===== config.mk =====
export PLATFORM = sky130hd
export DESIGN_NAME = led_matrix_scanner
export DESIGN_NICKNAME = d
export VERILOG_FILES = /design/src/rtl/led_matrix_scanner.sv
export SDC_FILE = /design/constraint.sdc
export NUM_CORES = 1
export LEC_CHECK = 0
export ABC_AREA = 1
export CORE_MARGIN = 8
export CORE_UTILIZATION = 30
export CTS_CLUSTER_SIZE = 30
export DETAILED_ROUTE_END_ITERATION = 8
export HOLD_SLACK_MARGIN = 0.02
export PLACE_DENSITY = 0.56
export SYNTH_ARGS = -nofsm -noshare
export SYNTH_HDL_FRONTEND = slang
export SYNTH_SLANG_ARGS = --single-unit

===== constraint.sdc =====
create_clock -name clk -period 2.25 [get_ports clk]
set_input_delay 0.225 -clock clk [delete_from_list [all_inputs] [get_ports clk]]
set_output_delay 0.225 -clock clk [all_outputs]
set_load 0.05 [all_outputs]

===== src/rtl/led_matrix_scanner.sv =====
// Scans a double-buffered 8x8 RGB frame row by row into a 595-style chain.
// Optional PWM dimming during HOLD: define SCAN_BRIGHTNESS_EN.
module led_matrix_scanner #(
    parameter int CLK_DIV     = 2,
    parameter int HOLD_CYCLES = 16
) (
    input  logic             clk,
    input  logic             rst,
    input  logic [7:0][23:0] frame_in,
    input  logic             frame_valid,
`ifdef SCAN_BRIGHTNESS_EN
    input  logic [3:0]       brightness,
`endif
    output logic             ser_data,
    output logic             ser_clk,
    output logic             ser_latch,
    output logic             ser_oe_n,
    output logic [2:0]       row_idx,
    output logic             frame_done
);

    localparam logic [15:0] DIV_LAST  = 16'(CLK_DIV - 1);
    localparam logic [15:0] HOLD_LAST = 16'(HOLD_CYCLES - 1);

    typedef enum logic [1:0] {
        LOAD,
        SHIFT,
        LATCH,
        HOLD
    } state_t;

    state_t           state;
    state_t           state_n;
    logic [15:0]      div_cnt;
    logic [15:0]      hold_cnt;
    logic             phase;
    logic [4:0]       bit_cnt;
    logic [2:0]       row_ptr;
    logic [31:0]      shreg;
    logic [7:0][23:0] shadow;
    logic [7:0][23:0] active;
    logic             pending;
    logic             lit;
    logic             div_end;
    logic             hold_end;
`ifdef SCAN_BRIGHTNESS_EN
    logic [3:0]       pwm_cnt;
    logic [3:0]       bright_q;
`endif

    function automatic logic [31:0] row_word(
        input logic [23:0] px,
        input logic [2:0]  r
    );
        logic [7:0] red;
        logic [7:0] grn;
        logic [7:0] blu;
        for (int k = 0; k < 8; k++) begin
            red[k] = px[3*k+2];
            grn[k] = px[3*k+1];
            blu[k] = px[3*k];
        end
        return {~(8'd1 << r), red, grn, blu};
    endfunction

    assign div_end  = (div_cnt == DIV_LAST);
    assign hold_end = (hold_cnt == HOLD_LAST);

    always_ff @(posedge clk) begin
        if (!rst) state <= LOAD;
        else      state <= state_n;
    end

    always_comb begin
        state_n    = state;
        ser_data   = 1'b0;
        ser_clk    = 1'b0;
        ser_latch  = 1'b0;
        ser_oe_n   = ~lit;
        frame_done = 1'b0;
        unique case (state)
            LOAD: state_n = SHIFT;
            SHIFT: begin
                ser_data = shreg[31];
                ser_clk  = phase;
                if (phase && div_end && bit_cnt == 5'd0)
                    state_n = LATCH;
            end
            LATCH: begin
                ser_latch = 1'b1;
                ser_oe_n  = 1'b1;
                if (div_end) state_n = HOLD;
            end
            HOLD: begin
`ifdef SCAN_BRIGHTNESS_EN
                ser_oe_n = (pwm_cnt >= bright_q);
`else
                ser_oe_n = 1'b0;
`endif
                frame_done = hold_end && (row_ptr == 3'd7);
                if (hold_end) state_n = LOAD;
            end
            default: state_n = LOAD;
        endcase
    end

    always_ff @(posedge clk) begin
        if (!rst) begin
            div_cnt  <= '0;
            hold_cnt <= '0;
            phase    <= 1'b0;
            bit_cnt  <= '0;
            row_ptr  <= '0;
            row_idx  <= '0;
            shreg    <= '0;
            shadow   <= '0;
            active   <= '0;
            pending  <= 1'b0;
            lit      <= 1'b0;
`ifdef SCAN_BRIGHTNESS_EN
            pwm_cnt  <= '0;
            bright_q <= '0;
`endif
        end else begin
            if (frame_valid) begin
                shadow  <= frame_in;
                pending <= 1'b1;
            end
            // A capture in the swap cycle keeps pending for the next frame
            if (frame_done && pending) begin
                active <= shadow;
                if (!frame_valid) pending <= 1'b0;
            end
            unique case (state)
                LOAD: begin
                    shreg   <= row_word(active[row_ptr], row_ptr);
                    bit_cnt <= 5'd31;
                    div_cnt <= '0;
                    phase   <= 1'b0;
                end
                SHIFT: begin
                    if (div_end) begin
                        div_cnt <= '0;
                        phase   <= ~phase;
                        if (phase) begin
                            shreg   <= shreg << 1;
                            bit_cnt <= bit_cnt - 5'd1;
                            if (bit_cnt == 5'd0) row_idx <= row_ptr;
                        end
                    end else begin
                        div_cnt <= div_cnt + 16'd1;
                    end
                end
                LATCH: begin
                    if (div_end) begin
                        div_cnt  <= '0;
                        hold_cnt <= '0;
                        lit      <= 1'b1;
`ifdef SCAN_BRIGHTNESS_EN
                        pwm_cnt  <= '0;
                        bright_q <= brightness;
`endif
                    end else begin
                        div_cnt <= div_cnt + 16'd1;
                    end
                end
                HOLD: begin
`ifdef SCAN_BRIGHTNESS_EN
                    pwm_cnt <= pwm_cnt + 4'd1;
`endif
                    if (hold_end) row_ptr  <= row_ptr + 3'd1;
                    else          hold_cnt <= hold_cnt + 16'd1;
                end
                default: ;
            endcase
        end
    end

endmodule

==> results of run 1 <==
-- worst paths after layout --
kind | start | end | cells past startpoint
worst max register to register | row_ptr[0] | shreg[5] | 10
worst min register to register | bit_cnt[0] | bit_cnt[0] | 2
worst max-delay path | hold_cnt[0] | frame_done | 7
worst min-delay path | frame_valid | pending | 3
-- logic make-up after synthesis --
family,share of synthesized area
AO/OA/AOI/OAI,0.1168
AND/OR/NAND/NOR,0.3073
XOR/XNOR,0.002648
adder cells (fa/ha/maj),0.009457
buffers and inverters,0.09570
flip-flops,0.4680
-- cell type report --
class                      count  area, um^2  share of cell area
clock inverter                28       425.4             0.01730
timing repair buffer         253        2721              0.1106
tap                          864        1081             0.04395
clock buffer                  63        1370             0.05570
sequential                   464        9295              0.3779
inverter                     263       998.5             0.04059
multi-input combinational   1986        8705              0.3539
-- state kept, by name, summed over array words and instances (netlist names) --
register / count
active: 192
state: 2
shreg: 32
pending: 1
shadow: 192
phase: 1
bit_cnt: 5
row_ptr: 3
row_idx: 3
div_cnt: 16
lit: 1
hold_cnt: 16
-- where the power goes --
group / leakage, nW / switching, mW / internal [mW] / total, mW
clock: 0.883 / 3.52 / 5.48 / 9.00
sequential: 3.80 / 0.348 / 8.82 / 9.16
combinational: 5.08 / 1.96 / 1.52 / 3.48
-- worst min-delay path, stage by stage --
cell	delay, ns
buf_6	0.13
inv_6	0.15
a21oi_1	0.16
-- per-stage QoR --
stage	power (mW)	setup TNS, ns
final	21.65	0
after global routing	22.69	-0.004660
after CTS	21.78	0
after detailed placement	12.70	0
after global placement	12.70	0
after floorplan	11.50	0
-- layer usage --
metal | share of wire | global-route usage | wire length, um
met1 | 0.47 | 0.2161 | 28920
met2 | 0.46 | 0.2573 | 28100
met3 | 0.044 | 0.02541 | 2695
met4 | 0.020 | 0.04070 | 1201
met5 | 0 | 0 | 0
-- placed cells by master (no fill, tap or decap), types with 5 or more instances in the layout --
cell,synthesis,routed
inv_6,0,5
nand2_1,336,336
clkinv_2,1,11
clkbuf_1,153,6
clkdlybuf4s50_1,0,195
clkbuf_8,0,7
nor3_1,13,13
buf_4,1,29
a21oi_1,33,33
or2_2,24,24
ha_1,15,13
o21ai_0,420,420
clkbuf_16,0,51
buf_12,0,24
bufinv_16,0,10
nand3_1,244,244
nor2_1,871,871
xor2_1,5,5
inv_1,260,259
dfxtp_1,464,461
nand4_1,6,6
-- what timing repair did --
action,CTS,global route
setup endpoints to repair,3,2
hold buffers,1,0
endpoints found under the hold margin,27,0
resized for setup,5,6
pin swaps,2,1
buffers inserted,1,0
cloned,0,1
==> flow_summary.json, run 1 <==
{
  "final_hold_viol_count": 0,
  "dp_cells": 3827,
  "firstDrtPassIters": 6,
  "drt_first_iter_violations": 1323,
  "ys.flop_type": "dfxtp_1",
  "synth_fp_nets": 3115,
  "async_reset_ff_frac": 0,
  "routed_via_density": 4.592,
  "worstPathBufferInverterCount": 2,
  "setup_viol": 0,
  "cts.reportedPaths.clkPinSlew_ns": 0.06,
  "final.hold.worst_slack_ns": 0.1409,
  "finish.utilization": 0.3748,
  "place_area_um2": 22710,
  "numCtsBuffers": 50,
  "setup_ws_ns": 0.1309,
  "synth_cell_types": 33,
  "synth_top_cell_by_area": "dfxtp_1",
  "layout.cells.non_filler": 3921,
  "clockBufferDepth": 3,
  "nets": 3228,
  "vias": 18010,
  "grt_overflow": 0,
  "ff2ff_setup_slack_ns": 0.17,
  "path_cells": "ha_4 > nand3_4 > nor2_4 > nand3_4 > nor2_4 > buf_4 > buf_12",
  "crit_type": "register to output port",
  "ys_seq_area_frac": 0.4680,
  "detail-route-antenna-nets": 0,
  "worst_pin_slew_ns": 0.6103,
  "crit_path_max_incr_delay_ns": 0.37,
  "antenna_found_initial": 0,
  "place_ws_ns": 0.2389,
  "grt_pass1_vias": 17050,
  "cap_violations": 0,
  "period_needed_ns": 2.119,
  "netlist_area_um2": 19850,
  "vdd_drop_max_mv": 0.4895,
  "io_buffers": 202,
  "critPathArrivalTime_ns": 1.89,
  "synth_seq_cells": 464,
  "grt_pass1_wl_um": 95680,
  "final_cell_area_um2": 24600,
  "dp_hpwl_um": 41740,
  "critPathLaunchType": "register",
  "slew_violations": 0,
  "cp-end-kind": "output port",
  "synth_most_common_cell": "nor2_1",
  "postSynthCellCount": 2905,
  "core_area_um2": 65630,
  "required_ns": 2.03,
  "antenna_cells": 0,
  "finalWirelength_um": 60920,
  "rows": 94,
  "die_area_um2": 74640,
  "yosys_warnings": 0,
  "drc_errors": 0,
  "grtUsageTotal": 0.1580,
  "htree_levels": 2,
  "critPathMaxFanout": 4,
  "wl_per_cell_um": 15.54,
  "cp_slowest_cell": "dfxtp_1",
  "timing.final.crit_share": 0.9418,
  "timing.fmax_mhz": 471.9,
  "powerDensity_nw_per_um2": 880.1,
  "synth_edf_count": 0,
  "globalplace.congestion": 0.8085,
  "critical_path.top_delay_family": "simple AND/OR/NAND/NOR gates",
  "relSlewSlack": 0.5918,
  "io-pin-count": 203,
  "clkLatencyLatePin_ns": 0.60,
  "start_util": 0.3024,
  "fin_worst_skew_ns": 0.01916,
  "die_w_um": 273.2,
  "die_y_um": 273.2,
  "synth_area_leaders": "dfxtp_1 (47%), nor2_1 (16%), o21ai_0 (11%)",
  "cts_sinks": 464,
  "synth.avg_cell_area_um2": 6.832,
  "synth_top_cell_area_share": 0.4680,
  "grt_max_degree": 117,
  "clockRootBuffer": "clkbuf_16",
  "cts_tree": "built",
  "drive_above_1_share": 0.05954,
  "area_delta_synth_final_pct": 23.93,
  "hold_path.class": "input port to register",
  "fillers": 7112,
  "p_leak_nw": 9.760,
  "synthTopCellsByCount": "nor2_1 (871), dfxtp_1 (464), o21ai_0 (420)",
  "status": "completed"
}
Power figures use the tool's default switching activity.
==> run 2, diff against run 1 <==
- CORE_UTILIZATION: 30 -> 53
- PLACE_DENSITY: 0.56 -> 0.83
==> flow_summary.json, run 2 (synthesis gave the netlist of run 1 again) <==
{
  "seqPwrFrac": 0.426,
  "timing.fmax_mhz": 465.7,
  "start_util": 0.5319,
  "grt_pass1_wl_um": 87770,
  "htree_levels": 2,
  "grtUsageTotal": 0.2383,
  "relSlewSlack": 0.4749,
  "critPathLaunch": "state[1]",
  "ff2ff_setup_slack_ns": 0.19,
  "drive_above_1_share": 0.05364,
  "core_area_um2": 37310,
  "r2r-end": "active[167]",
  "post-cts-setup-buffer-count": 0,
  "vdd_drop_max_mv": 0.5799,
  "final_cell_mix": "nor2_1 (871), dfxtp_1 (462), o21ai_0 (420), nand2_1 (336), inv_1 (259)",
  "finalWirelength_um": 54330,
  "antenna_cells": 0,
  "clockBufferDepth": 3,
  "fillers": 3298,
  "setup_viol": 0,
  "io-pin-count": 203,
  "numCtsBuffers": 47,
  "vias": 18660,
  "cp-end-kind": "output port",
  "grt_overflow": 0,
  "cap_violations": 0,
  "crit_end": "ser_data",
  "io_buffers": 202,
  "layout_commonest_cell": "nor2_1",
  "globalplace.congestion": 0.8686,
  "required_ns": 2.03,
  "wl_per_cell_um": 15.46,
  "grt_pass1_vias": 17650,
  "detail-route-antenna-nets": 0,
  "routed_via_density": 5.313,
  "p_int_mw": 15.85,
  "hold_path.class": "input port to register",
  "cts_sinks": 464,
  "pwr-share-comb": 0.160,
  "nets": 3211,
  "crit_type": "register to output port",
  "status": "completed",
  "fin_setup_tns_ns": 0,
  "p_total_mw": 21.44,
  "cts_tree": "built",
  "cts.reportedPaths.clkPinSlew_ns": 0.06,
  "firstDrtPassIters": 6,
  "grt_max_degree": 193,
  "powerDensity_nw_per_um2": 898.2,
  "largest_registers": "active (192), shadow (192), shreg (32)",
  "rows": 71,
  "area_delta_synth_final_pct": 20.29,
  "antenna_found_initial": 1,
  "period_needed_ns": 2.147,
  "timing.final.crit_share": 0.9543,
  "p_leak_nw": 9.666,
  "die_y_um": 209.5,
  "critPathMaxFanout": 38,
  "final_hold_viol_count": 0,
  "p_sw_mw": 5.589,
  "worst_pin_slew_ns": 0.7877,
  "drt_first_iter_violations": 1743,
  "fin_worst_skew_ns": 0.01540,
  "rsz0062_at_grt": "false",
  "pwr-share-clk": 0.414,
  "clockRootBuffer": "clkbuf_16",
  "die_w_um": 209.5,
  "clkLatencyLatePin_ns": 0.55,
  "die_area_um2": 43890,
  "critPathArrivalTime_ns": 1.92,
  "dp_hpwl_um": 37030,
  "critPathLaunchType": "register",
  "r2r_start": "hold_cnt[1]",
  "r2r_cells": 9,
  "switching_share": 0.2606,
  "slew_violations": 0,
  "drc_errors": 0
}
-- run 2: what timing repair did --
item	in CTS	in global routing
resized for setup	3	2
hold buffers	0	0
setup endpoints to repair	3	1
pin swaps	0	0
-- run 2: layer usage --
metal	vias to the layer above	global-route usage	routed length (um)
met1	8672	0.3143	24200
met5	-	0	11
met4	2	0.07436	1392
li1	9280	-	-
met2	619	0.3986	25560
met3	90	0.03535	3160
-- run 2: worst min-delay path by stage --
| stage | depth (start not counted) | from | end | slack [ns] |
|---|---|---|---|---|
| 2_1_floorplan | 2 | frame_in[17] | shadow[17] | 0.36 |
| 3_3_place_gp | 2 | bit_cnt[0] | bit_cnt[0] | 0.46 |
| 3_5_place_dp | 1 | lit | lit | 0.46 |
| 4_1_cts | 3 | rst | hold_cnt[1] | 0.08 |
| 5_1_grt | 2 | rst | lit | 0.12 |
| 6_report | 3 | rst | hold_cnt[1] | 0.07 |
-- run 2: worst max-delay path, cell delays in order (launching register included) --
cell and delay (ns):
dfxtp_1 0.36, inv_1 0.12, ha_1 0.25, buf_12 0.23
nand2_1 0.14, inv_1 0.12, buf_12 0.14
-- run 2: metrics by stage --
step           cell area [um^2]  hold WS (ns)  setup slack, ns    util  instances
3_5_place_dp              22070        0.4643           0.1994  0.5915       3426
4_1_cts                   23860       0.08090          0.03639  0.6396       3513
3_3_place_gp              22070        0.4566           0.2943  0.5915       3426
5_1_grt                   23870        0.1246         0.002611  0.6398       3513
2_1_floorplan             19850        0.3599           0.2064       -       2905
6_report                  23870       0.06919           0.1027  0.6398       3513
-- run 2: power by group through the flow --
| stage | Clock, mW | Sequential (mW) | Combinational (mW) |
|---|---|---|---|
| floorplan | 0 | 9.19 | 2.31 |
| CTS | 8.96 | 9.12 | 3.38 |
| global placement | 0 | 9.27 | 3.19 |
| global route | 9.32 | 9.19 | 3.82 |
| detailed placement | 0 | 9.30 | 3.34 |
| finish | 8.87 | 9.14 | 3.44 |
-- run 2: cell type report --
type                    instances  area [um^2]  share of cell area
clock buffers                  61         1340             0.05613
clock inverters                26        454.2             0.01903
inverters                     263        998.5             0.04182
multi-input cells            1986         8663              0.3629
flip-flops and latches        464         9294              0.3893
well taps                     474        593.1             0.02484
repair buffers                239         2530              0.1060
==> run 3, diff against run 2 <==
- CORE_ASPECT_RATIO: default -> 0.7
==> flow_summary.json, run 3 (synthesis gave the netlist of run 1 again) <==
{
  "status": "completed",
  "p_leak_nw": 9.593,
  "die_w_um": 247.3,
  "htree_levels": 2,
  "grtUsageTotal": 0.2461,
  "hold_path.class": "input port to register",
  "cp_slowest_cell": "dfxtp_1",
  "critPathLaunchType": "register",
  "area_delta_synth_final_pct": 19.54,
  "vias": 18910,
  "cts_tree": "built",
  "die_y_um": 177.9,
  "nets": 3214,
  "wl_per_cell_um": 15.81,
  "largest_registers": "active (192), shadow (192), shreg (32)",
  "antenna_cells": 0,
  "timing.fmax_mhz": 462.7,
  "firstDrtPassIters": 8,
  "core_area_um2": 37060,
  "fin_setup_tns_ns": 0,
  "final.hold.worst_slack_ns": 0.05677,
  "rows": 59,
  "setup_viol": 0,
  "worstPathBufferInverterCount": 4,
  "antenna_found_initial": 1,
  "grt_max_degree": 187,
  "layout_commonest_cell": "nor2_1",
  "globalplace.congestion": 0.8941,
  "drt_first_iter_violations": 1785,
  "worst_pin_slew_ns": 0.6874,
  "fin_worst_skew_ns": 0.01861,
  "final_cell_mix": "nor2_1 (871), dfxtp_1 (461), o21ai_0 (420), nand2_1 (336), inv_1 (259)",
  "cp-end-kind": "output port",
  "p_total_mw": 20.63,
  "grt_overflow": 0,
  "start_util": 0.5356,
  "path_cells": "inv_1 > ha_1 > buf_12 > nand2_1 > inv_1 > buf_12",
  "io_buffers": 202,
  "routed_via_density": 5.361,
  "vdd_drop_max_mv": 0.6467,
  "cts_sinks": 464,
  "final_hold_viol_count": 0,
  "clockBufferDepth": 3,
  "slew_violations": 0,
  "relSlewSlack": 0.5417,
  "highest_layer": "met5",
  "period_needed_ns": 2.161,
  "drive_above_1_share": 0.05429,
  "drc_errors": 0,
  "crit_path_max_incr_delay_ns": 0.42,
  "required_ns": 2.03,
  "detail-route-antenna-nets": 0,
  "crit_type": "register to output port",
  "timing.final.crit_share": 0.9606,
  "critical_path.top_delay_family": "buffers and inverters",
  "post-cts-setup-buffer-count": 0,
  "dp_hpwl_um": 38310,
  "die_area_um2": 43990,
  "finalWirelength_um": 55760,
  "critPathArrivalTime_ns": 1.94,
  "rsz0062_at_grt": "true",
  "critPathMaxFanout": 38,
  "grt_pass1_wl_um": 89640,
  "io-pin-count": 203,
  "wl_met1_um": 24720,
  "met3_length_um": 5063,
  "grt_pass1_vias": 17860,
  "clockRootBuffer": "clkbuf_16",
  "met2_length_um": 24560,
  "numCtsBuffers": 44,
  "powerDensity_nw_per_um2": 869.4,
  "cap_violations": 0,
  "cts.reportedPaths.clkPinSlew_ns": 0.07,
  "clkLatencyLatePin_ns": 0.56
}
[run 3: what timing repair did]
action | in CTS | in global routing
endpoints found under the setup margin | 2 | 30
hold buffers | 1 | 0
pin swaps | 0 | 1
endpoints found under the hold margin | 5 | 0
gates resized for setup | 2 | 4
[run 3: worst register-to-register path, delay by kind of cell, from the launching register on]
kind	cells	cell delay (ns)
adder cells (fa/ha/maj)	1	0.22
flip-flops	1	0.37
AO/OA/AOI/OAI	1	0.45
AND/OR/NAND/NOR	6	0.72
buffers and inverters	1	0.23
[run 3: layer usage]
layer	global-route usage	up-vias
met5	0	-
met4	0.07755	2
met3	0.05925	100
met2	0.3831	728
met1	0.3347	8785
li1	-	9295
[run 3: per-stage QoR]
step,std cells,area [um^2],worst slack (ns),utilization
final,3527,23730,0.08865,0.6402
after global routing,3527,23730,-0.01823,0.6402
after CTS,3527,23710,0.01545,0.6399
after detailed placement,3445,22100,0.1104,0.5963
after global placement,3445,22100,0.2198,0.5963
after floorplan,2905,19850,0.2064,-
[run 3: worst paths after layout]
path | startpoint | slack, ns | cells past startpoint | end
setup / recovery | state[1] | 0.09 | 6 | ser_data
hold / removal | frame_valid | 0.06 | 3 | shadow[83]
setup reg to reg | hold_cnt[0] | 0.16 | 9 | active[122]
hold reg to reg | lit | 0.47 | 1 | lit
[run 3: area by class of cell]
cell class	instances	area [um^2]
multi-input cells	1986	8666
clock buffers	62	1331
inverters	263	998.5
clock inverters	19	272.8
fillers	3186	13330
well taps	488	610.6
flip-flops and latches	464	9295
repair buffers	245	2551
[run 3: where the power goes]
| part | total [mW] | switching (mW) | leakage, nW | internal (mW) |
|---|---|---|---|---|
| logic | 3.40 | 1.97 | 5.01 | 1.43 |
| clock network | 8.06 | 3.22 | 0.790 | 4.84 |
| registers | 9.16 | 0.351 | 3.80 | 8.81 |
